<file path="src/rtl/wall_probe_scanner.sv">
// wall_probe_scanner: sequential wall-collision probe for a sprite.
// Walks up to eight edge probes, looks up in-bounds tiles in the wall map.
module wall_probe_scanner #(
   parameter int COORD_W     = 10,
   parameter int X_ORIGIN    = 144,
   parameter int Y_ORIGIN    = 31,
   parameter int TILE_SHIFT  = 5,
   parameter int SPRITE_SIZE = 16,
   parameter int MARGIN      = 2,
   parameter int COL_W       = 6,
   parameter int ROW_W       = 6,
   parameter int MAP_COLS    = 20,
   parameter int MAP_ROWS    = 15,
   parameter int MAP_LAT     = 1
) (
   input  logic                   clk,
   input  logic                   rst,
   input  logic                   start,
   input  logic [COORD_W-1:0]     pos_x,
   input  logic [COORD_W-1:0]     pos_y,
   input  logic                   corner_mode,
   output logic                   map_rd_en,
   output logic [ROW_W+COL_W-1:0] map_addr,
   input  logic                   map_rd_data,
   output logic                   busy,
   output logic                   done,
   output logic [3:0]             blocked,
   output logic [3:0]             oob
);

   localparam int PW = COORD_W + 2;
   localparam int AW = ROW_W + COL_W;

   typedef logic signed [PW-1:0] sc_t;

   typedef enum logic [1:0] {
      IDLE,
      EVAL,
      S_WAIT,
      DONE
   } state_t;

   localparam sc_t XO    = sc_t'(X_ORIGIN);
   localparam sc_t YO    = sc_t'(Y_ORIGIN);
   localparam sc_t S1    = sc_t'(SPRITE_SIZE - 1);
   localparam sc_t SM    = sc_t'(SPRITE_SIZE + MARGIN);
   localparam sc_t MG    = sc_t'(MARGIN);
   localparam sc_t NCOLS = sc_t'(MAP_COLS);
   localparam sc_t NROWS = sc_t'(MAP_ROWS);

   state_t          state_q;
   state_t          state_d;
   sc_t             rx_q;
   sc_t             ry_q;
   logic            mode_q;
   logic [2:0]      k_q;
   logic [2:0]      k_d;
   logic [2:0]      step;
   logic [3:0]      bacc_q;
   logic [3:0]      bacc_d;
   logic [3:0]      oacc_q;
   logic [3:0]      oacc_d;
   logic [1:0]      wcnt_q;
   logic [1:0]      wcnt_d;
   logic [AW-1:0]   addr_q;
   logic [AW-1:0]   addr_c;
   sc_t             px;
   sc_t             py;
   sc_t             tcol;
   sc_t             trow;
   logic            oob_c;
   logic [1:0]      dir;
   logic            last;
   logic            adv;
   logic            rd_en;
   logic            accept;

   assign accept = (state_q == IDLE) && start;
   assign dir    = k_q[2:1];
   assign last   = mode_q ? (k_q == 3'd7) : (k_q == 3'd6);
   assign step   = mode_q ? 3'd1 : 3'd2;

   // Probe point k relative to the playfield origin.
   always_comb begin
      px = rx_q;
      py = ry_q;
      unique case (k_q)
         3'd0: begin px = rx_q;      py = ry_q - MG; end
         3'd1: begin px = rx_q + S1; py = ry_q - MG; end
         3'd2: begin px = rx_q + SM; py = ry_q;      end
         3'd3: begin px = rx_q + SM; py = ry_q + S1; end
         3'd4: begin px = rx_q;      py = ry_q + SM; end
         3'd5: begin px = rx_q + S1; py = ry_q + SM; end
         3'd6: begin px = rx_q - MG; py = ry_q;      end
         3'd7: begin px = rx_q - MG; py = ry_q + S1; end
         default: begin px = rx_q; py = ry_q; end
      endcase
   end

   // Tile coordinate and bounds test for the current probe.
   always_comb begin
      tcol   = px >>> TILE_SHIFT;
      trow   = py >>> TILE_SHIFT;
      oob_c  = px[PW-1] | py[PW-1] |
               (tcol >= NCOLS) | (trow >= NROWS);
      addr_c = {trow[ROW_W-1:0], tcol[COL_W-1:0]};
   end

   // Next-state, accumulator and read-strobe logic.
   always_comb begin
      state_d = state_q;
      k_d     = k_q;
      bacc_d  = bacc_q;
      oacc_d  = oacc_q;
      wcnt_d  = wcnt_q;
      adv     = 1'b0;
      rd_en   = 1'b0;
      unique case (state_q)
         IDLE: begin
            if (start) begin
               state_d = EVAL;
               k_d     = 3'd0;
               bacc_d  = 4'd0;
               oacc_d  = 4'd0;
            end
         end
         EVAL: begin
            if (oob_c) begin
               bacc_d[dir] = 1'b1;
               oacc_d[dir] = 1'b1;
               adv         = 1'b1;
            end else begin
               rd_en   = 1'b1;
               wcnt_d  = 2'(MAP_LAT - 1);
               state_d = S_WAIT;
            end
         end
         S_WAIT: begin
            if (wcnt_q == 2'd0) begin
               bacc_d[dir] = bacc_q[dir] | map_rd_data;
               adv         = 1'b1;
            end else begin
               wcnt_d = wcnt_q - 2'd1;
            end
         end
         DONE: begin
            state_d = IDLE;
         end
         default: begin
            state_d = IDLE;
         end
      endcase
      if (adv) begin
         if (last) begin
            state_d = DONE;
         end else begin
            state_d = EVAL;
            k_d     = k_q + step;
         end
      end
   end

   // FSM state register.
   always_ff @(posedge clk or posedge rst) begin
      if (rst) begin
         state_q <= IDLE;
      end else begin
         state_q <= state_d;
      end
   end

   // Probe index, wait counter and accumulators.
   always_ff @(posedge clk or posedge rst) begin
      if (rst) begin
         k_q    <= 3'd0;
         wcnt_q <= 2'd0;
         bacc_q <= 4'd0;
         oacc_q <= 4'd0;
      end else begin
         k_q    <= k_d;
         wcnt_q <= wcnt_d;
         bacc_q <= bacc_d;
         oacc_q <= oacc_d;
      end
   end

   // Capture sprite position relative to the playfield on accept.
   always_ff @(posedge clk or posedge rst) begin
      if (rst) begin
         rx_q   <= '0;
         ry_q   <= '0;
         mode_q <= 1'b0;
      end else if (accept) begin
         rx_q   <= sc_t'({2'b00, pos_x}) - XO;
         ry_q   <= sc_t'({2'b00, pos_y}) - YO;
         mode_q <= corner_mode;
      end
   end

   // Hold the last issued address between reads.
   always_ff @(posedge clk or posedge rst) begin
      if (rst) begin
         addr_q <= '0;
      end else if (rd_en) begin
         addr_q <= addr_c;
      end
   end

   // Publish results as the scan enters its done cycle.
   always_ff @(posedge clk or posedge rst) begin
      if (rst) begin
         blocked <= 4'd0;
         oob     <= 4'd0;
      end else if (adv && last) begin
         blocked <= bacc_d;
         oob     <= oacc_d;
      end
   end

   assign map_rd_en = rd_en;
   assign map_addr  = rd_en ? addr_c : addr_q;
   assign busy      = (state_q != IDLE);
   assign done      = (state_q == DONE);

endmodule

</file>
<file path="config.mk">
export PLATFORM = sky130hd
export DESIGN_NAME = wall_probe_scanner
export DESIGN_NICKNAME = d
export VERILOG_FILES = /design/src/rtl/wall_probe_scanner.sv
export SDC_FILE = /design/constraint.sdc
export NUM_CORES = 1
export LEC_CHECK = 0
export ABC_CLOCK_PERIOD_IN_PS = 10200
export BUFFER_PORTS_ARGS = -buffer_cell sky130_fd_sc_hd__buf_2
export CAP_MARGIN = 20
export CORE_MARGIN = 1
export CORE_UTILIZATION = 55
export CTS_CLUSTER_DIAMETER = 50
export DETAILED_ROUTE_END_ITERATION = 8
export PLACE_DENSITY = 0.77
export SETUP_SLACK_MARGIN = 0.05
export SLEW_MARGIN = 10
export SYNTH_ARGS = -nofsm -noshare
export SYNTH_HDL_FRONTEND = slang
export SYNTH_SLANG_ARGS = --single-unit
</file>
<file path="constraint.sdc">
create_clock -name clk -period 10.2 [get_ports clk]
set_input_delay 1.02 -clock clk [delete_from_list [all_inputs] [get_ports clk]]
set_output_delay 1.02 -clock clk [all_outputs]
set_load 0.02 [all_outputs]
</file>
# After elaboration in Yosys (flattened, before gate mapping)
# Cells that the tools add are included.
# word_totals
register_bits	60
inputBits	25
output_inout_bits	23
# classes
add_sub_neg	10
n_lt_le_gt_ge	4
n_eq_ne	14
muxes	34
bitwise_logic	6
n_reduce_logical	19
# op_table
op	n
$pmux 12 s4	2
$add 12x5->12 const B	2
$add 12x6->12 const B	2
$sub 12x3->12 const B	2
$mux 4	5
$reduce_or 2->1	8
$mux 2	7
$eq 3x3->1 const B	4
$mux 12	1
$mux 3	4
$pmux 4 s3	1
$sub 10x5->11 const B	1
$sub 10x8->11 const B	1
$or 4x4->4	2
$pmux 4 s2	1
$ge 7x5->1 const B	1
$ge 7x6->1 const B	1
$mux 1	7
$eq 3x2->1 const B	2
$ne 3x3->1 const B	2
$pmux 2 s3	1
$reduce_and 3->1	2
$bwmux 4	1
$eq 2x2->1 const B	2
other kinds (17)	25

# Depth between registers and ports, before layout
# logic_depth
word_depth	10
depth_mapped	14
depth_no_buf	12

# Least setup slack after synthesis
# Ideal clock, no wire load.
# synth_timing
path_type	flip-flop to output port
startpoint	register k_q[1]
endpoint	output map_addr[3]
arrival_ns	3.367
required_time_ns	9.180
slack_ns	5.813
path_stages_with_launch	15
cell_sequence	dfrtp_1 clkbuf_1 nand2_1 inv_1 ha_1 a21o_1 or3_1 nor4_1 nor4_1 a21boi_0 a211o_1 nor2_1 nand2_2 buf_6 mux2i_1
# synth_via
elab_chain_cells	9
# synth_lines
item	line	source
start, declared	56	logic [2:0] k_q;
start signal, assigned	180	k_q <= k_d;
$eq 3x3->1, or another cell as far along	87	unique case (k_q)
$reduce_or 2->1 (no source line)	n/a	
$pmux 12 s4	87	
$ge 7x6->1 / $or 1x1->1 (equally long branches)	105, 104	
$or 1x1->1	104	oob_c = px[PW-1] | py[PW-1] |
$or 1x1->1	105	(tcol >= NCOLS) | (trow >= NROWS);
$mux 1	128	if (oob_c) begin
$mux 1	118	unique case (state_q)
$mux 12 (*)	n/a	
end, declared	23	output logic [ROW_W+COL_W-1:0] map_addr,
# Mark *: on every way between the ends. The rest lies on a longest branch, timed or not.

# Worst setup path in the final report
# layout_timing
startpoint	register k_q[1]
endpoint	output map_addr[6]
# Same word-level chain as after synthesis.

==> results.py <==
metrics = {
    "status": {
        "outcome": "complete, but fails checks",
        "violations": "design-rule violations",
    },
    "yosys": {
        "synthFlopType": "dfrtp_1",
        "synth.distinct_cells": 59,
        "syn-num-nets": 412,
        "synth_area_leader_cell": "dfrtp_1",
        "synth_seq_cells": 58,
        "postSynthCellCount": 369,
        "synth_warnings": 0,
        "synthArstFlopShare_pct": 100,
        "synth_area_leaders": "dfrtp_1 40%, ha_1 5.9%, mux2_4 5.0%, xnor2_1 4.6%, nand2_1 4.4%",
        "yosys.area.top_type_share_pct": 40.3,
        "synth.cell_area_um2": 3600,
        "avgSynthCellArea_um2": 9.76,
        "synth_edf_count": 0,
        "yosysSeqAreaShare_pct": 40.3,
    },
    "timing": {
        "fmax_mhz": 189,
        "fin_worst_skew_ps": 7.72,
        "slew_headroom_pct": 50.9,
        "finalMaxSlewViolations": 0,
        "fin_crit_sh_pct": 51.9,
        "fin_ws_ps": 4900,
        "worst_hold_slack_ps": 479,
        "tns_ps": 0,
        "fin_crit_ps": 5300,
        "setup_violations": 0,
        "hold_violations": 0,
        "tightest_slew_ps": 730,
        "rsz0062_at_grt": "no",
    },
    "final_layout": {
        "layout.cells.non_filler": 500,
        "drive_gt1_share_pct": 22.2,
        "finish.instance_area_um2": 4090,
        "syn_to_final_growth_pct": 13.6,
        "diodes": 0,
        "layout_commonest_cell": "dfrtp_1",
        "final_cell_mix": "58 x dfrtp_1, 47 x buf_2, 42 x nand2_1",
        "final_net_count": 461,
    },
    "global_routing": {
        "use_met3_pct": 5.77,
        "overflow": 0,
        "antenna_found_initial": 0,
        "grt_pass1_vias": 2896,
        "use_met2_pct": 38.5,
        "grt_max_degree": 59,
        "grt_pass1_wl_mm": 13.4,
        "grt_most_used_layer": "met2",
        "grt_util_all_layers_pct": 24.5,
        "met1_usage_pct": 32.3,
    },
    "cts": {
        "postCtsSetupRepairBufs": 0,
        "clkSinkCount": 58,
        "clock_path_buffers": 2,
        "cts_max_level": 3,
        "cts_tree": "built",
        "cts_made_buffers": 9,
        "cts-root-buf": "clkbuf_8",
        "holdBufCountCts": 0,
        "cts-resized-gates": 0,
        "clkTransAtPathRegs_ps": 60,
        "insertion_delay_ps": 350,
    },
    "drt": {
        "vias": 2917,
        "wl_per_cell_um": 15.5,
        "vias_per_cell": 5.83,
        "drt-total-wl_mm": 7.74,
        "drc_errors": 2,
        "initialDrtViolationCount": 151,
        "ant_nets": 0,
        "firstDrtPassIters": 7,
    },
    "floorplan": {
        "die_w_um": 82.9,
        "core_area_um2": 6350,
        "rows": 29,
        "fp.dieH_um": 82.9,
        "start_util_pct": 56.7,
        "die_area_um2": 6870,
        "ios": 48,
    },
    "critical_path": {
        "worstSetupPathType": "register to primary output",
        "critPathLaunchType": "register",
        "reg2reg_depth": 12,
        "endpoint_kind": "primary output",
        "r2r-start": "k_q[1]",
        "r2r-end": "oob[1]",
        "cp.arrival_ps": 4280,
        "rrSetupSlack_ps": 6240,
        "cp.required_ps": 9180,
        "crit_fanout": 17,
    },
    "worst_hold_path": {
        "holdPathEnd": "addr_q[5]",
        "hp-start": "addr_q[5]",
        "holdPathStages": 1,
        "hp-class": "register to register",
    },
    "power": {
        "vdd_drop_max_uv": 270,
        "power.density_nw_per_um2": 336,
        "total_leakage_power_nw": 1.93,
    },
    "placed_design": {
        "place.gp.congestion": 0.969,
        "hpwlAfterDp_mm": 5.61,
        "numPortBuffers": 47,
        "post-place-ws_ps": 5380,
        "place_inst": 484,
        "place_area_um2": 3890,
    },
    "job": {
        "maxCapViolations": 0,
    },
}
-- synth_stat cells, types with 8 or more instances --
library cell  instances
dfrtp_1              58
a21oi_1              11
ha_1                 17
xor2_1                8
inv_1                22
xnor2_1              19
o21ai_0              28
nor4_1                8
nor3_1               16
nor2_1               17
nand2_1              42
mux2_4               12
mux2_2                9
clkbuf_1              8
-- worst max path at each step --
stage	start	endpoint	slack, ps
after floorplan	k_q[1]	map_addr[3]	5810
after global placement	k_q[1]	map_addr[4]	5530
after detailed placement	k_q[1]	map_addr[4]	5380
after CTS	k_q[1]	map_addr[4]	4920
after global routing	k_q[1]	map_addr[9]	4540
final	k_q[1]	map_addr[6]	4900
-- logic make-up after synthesis --
logic type,Yosys count,synth area share (%)
AND/OR/NAND/NOR,118,15.9
AO/OA/AOI/OAI,87,17.3
flip-flops,58,40.3
buffers and inverters,33,3.72
multiplexers,28,9.80
XOR/XNOR,27,6.57
adder cells (fa/ha/maj),18,6.46
-- flip-flops by register name, indices dropped and copies added, names as in the netlist, 3 cells and up --
register and cells:
addr_q 12, rx_q 11, ry_q 11, bacc_q 4, blocked 4, oacc_q 4, oob 4, k_q 3
-- per-layer routing --
metal | part of all wire, % | wire [um]
met1 | 47 | 3620
met2 | 46 | 3600
met3 | 4.9 | 378
met4 | 2.0 | 151
met5 | 0 | 0
-- power by group --
part / internal (mW) / switching [mW] / total [mW]
Clock: 0.118 / 0.0914 / 0.210
Sequential: 0.326 / 0.0923 / 0.418
Combinational: 0.314 / 0.433 / 0.748
-- layout make-up --
class | instances | area (um^2)
Clock buffer | 11 | 141
Inverter | 22 | 82.6
Timing Repair Buffer | 49 | 250
Multi-Input combinational cell | 278 | 2010
Fill cell | 516 | 2260
Clock inverter | 5 | 53.8
Sequential cell | 58 | 1450
Tap cell | 77 | 96.3
-- critical path, cell delays in order (launching register included) --
cell,delay (ps)
dfrtp_1,670
nand2_1,230
inv_1,270
ha_1,340
a21o_1,230
or3_1,330
nor4_1,200
nor4_1,110
a21boi_0,150
a211o_1,350
nor2_1,240
nand2_2,250
mux2_4,390
buf_2,160
-- stage by stage --
stage,total power [mW],utilization (%)
floorplan,0.981,-
global placement,1.13,61.3
detailed placement,1.15,61.3
CTS,1.38,64.4
global route,1.48,64.4
finish,1.38,64.4
(Power assumes the default switching activity.)
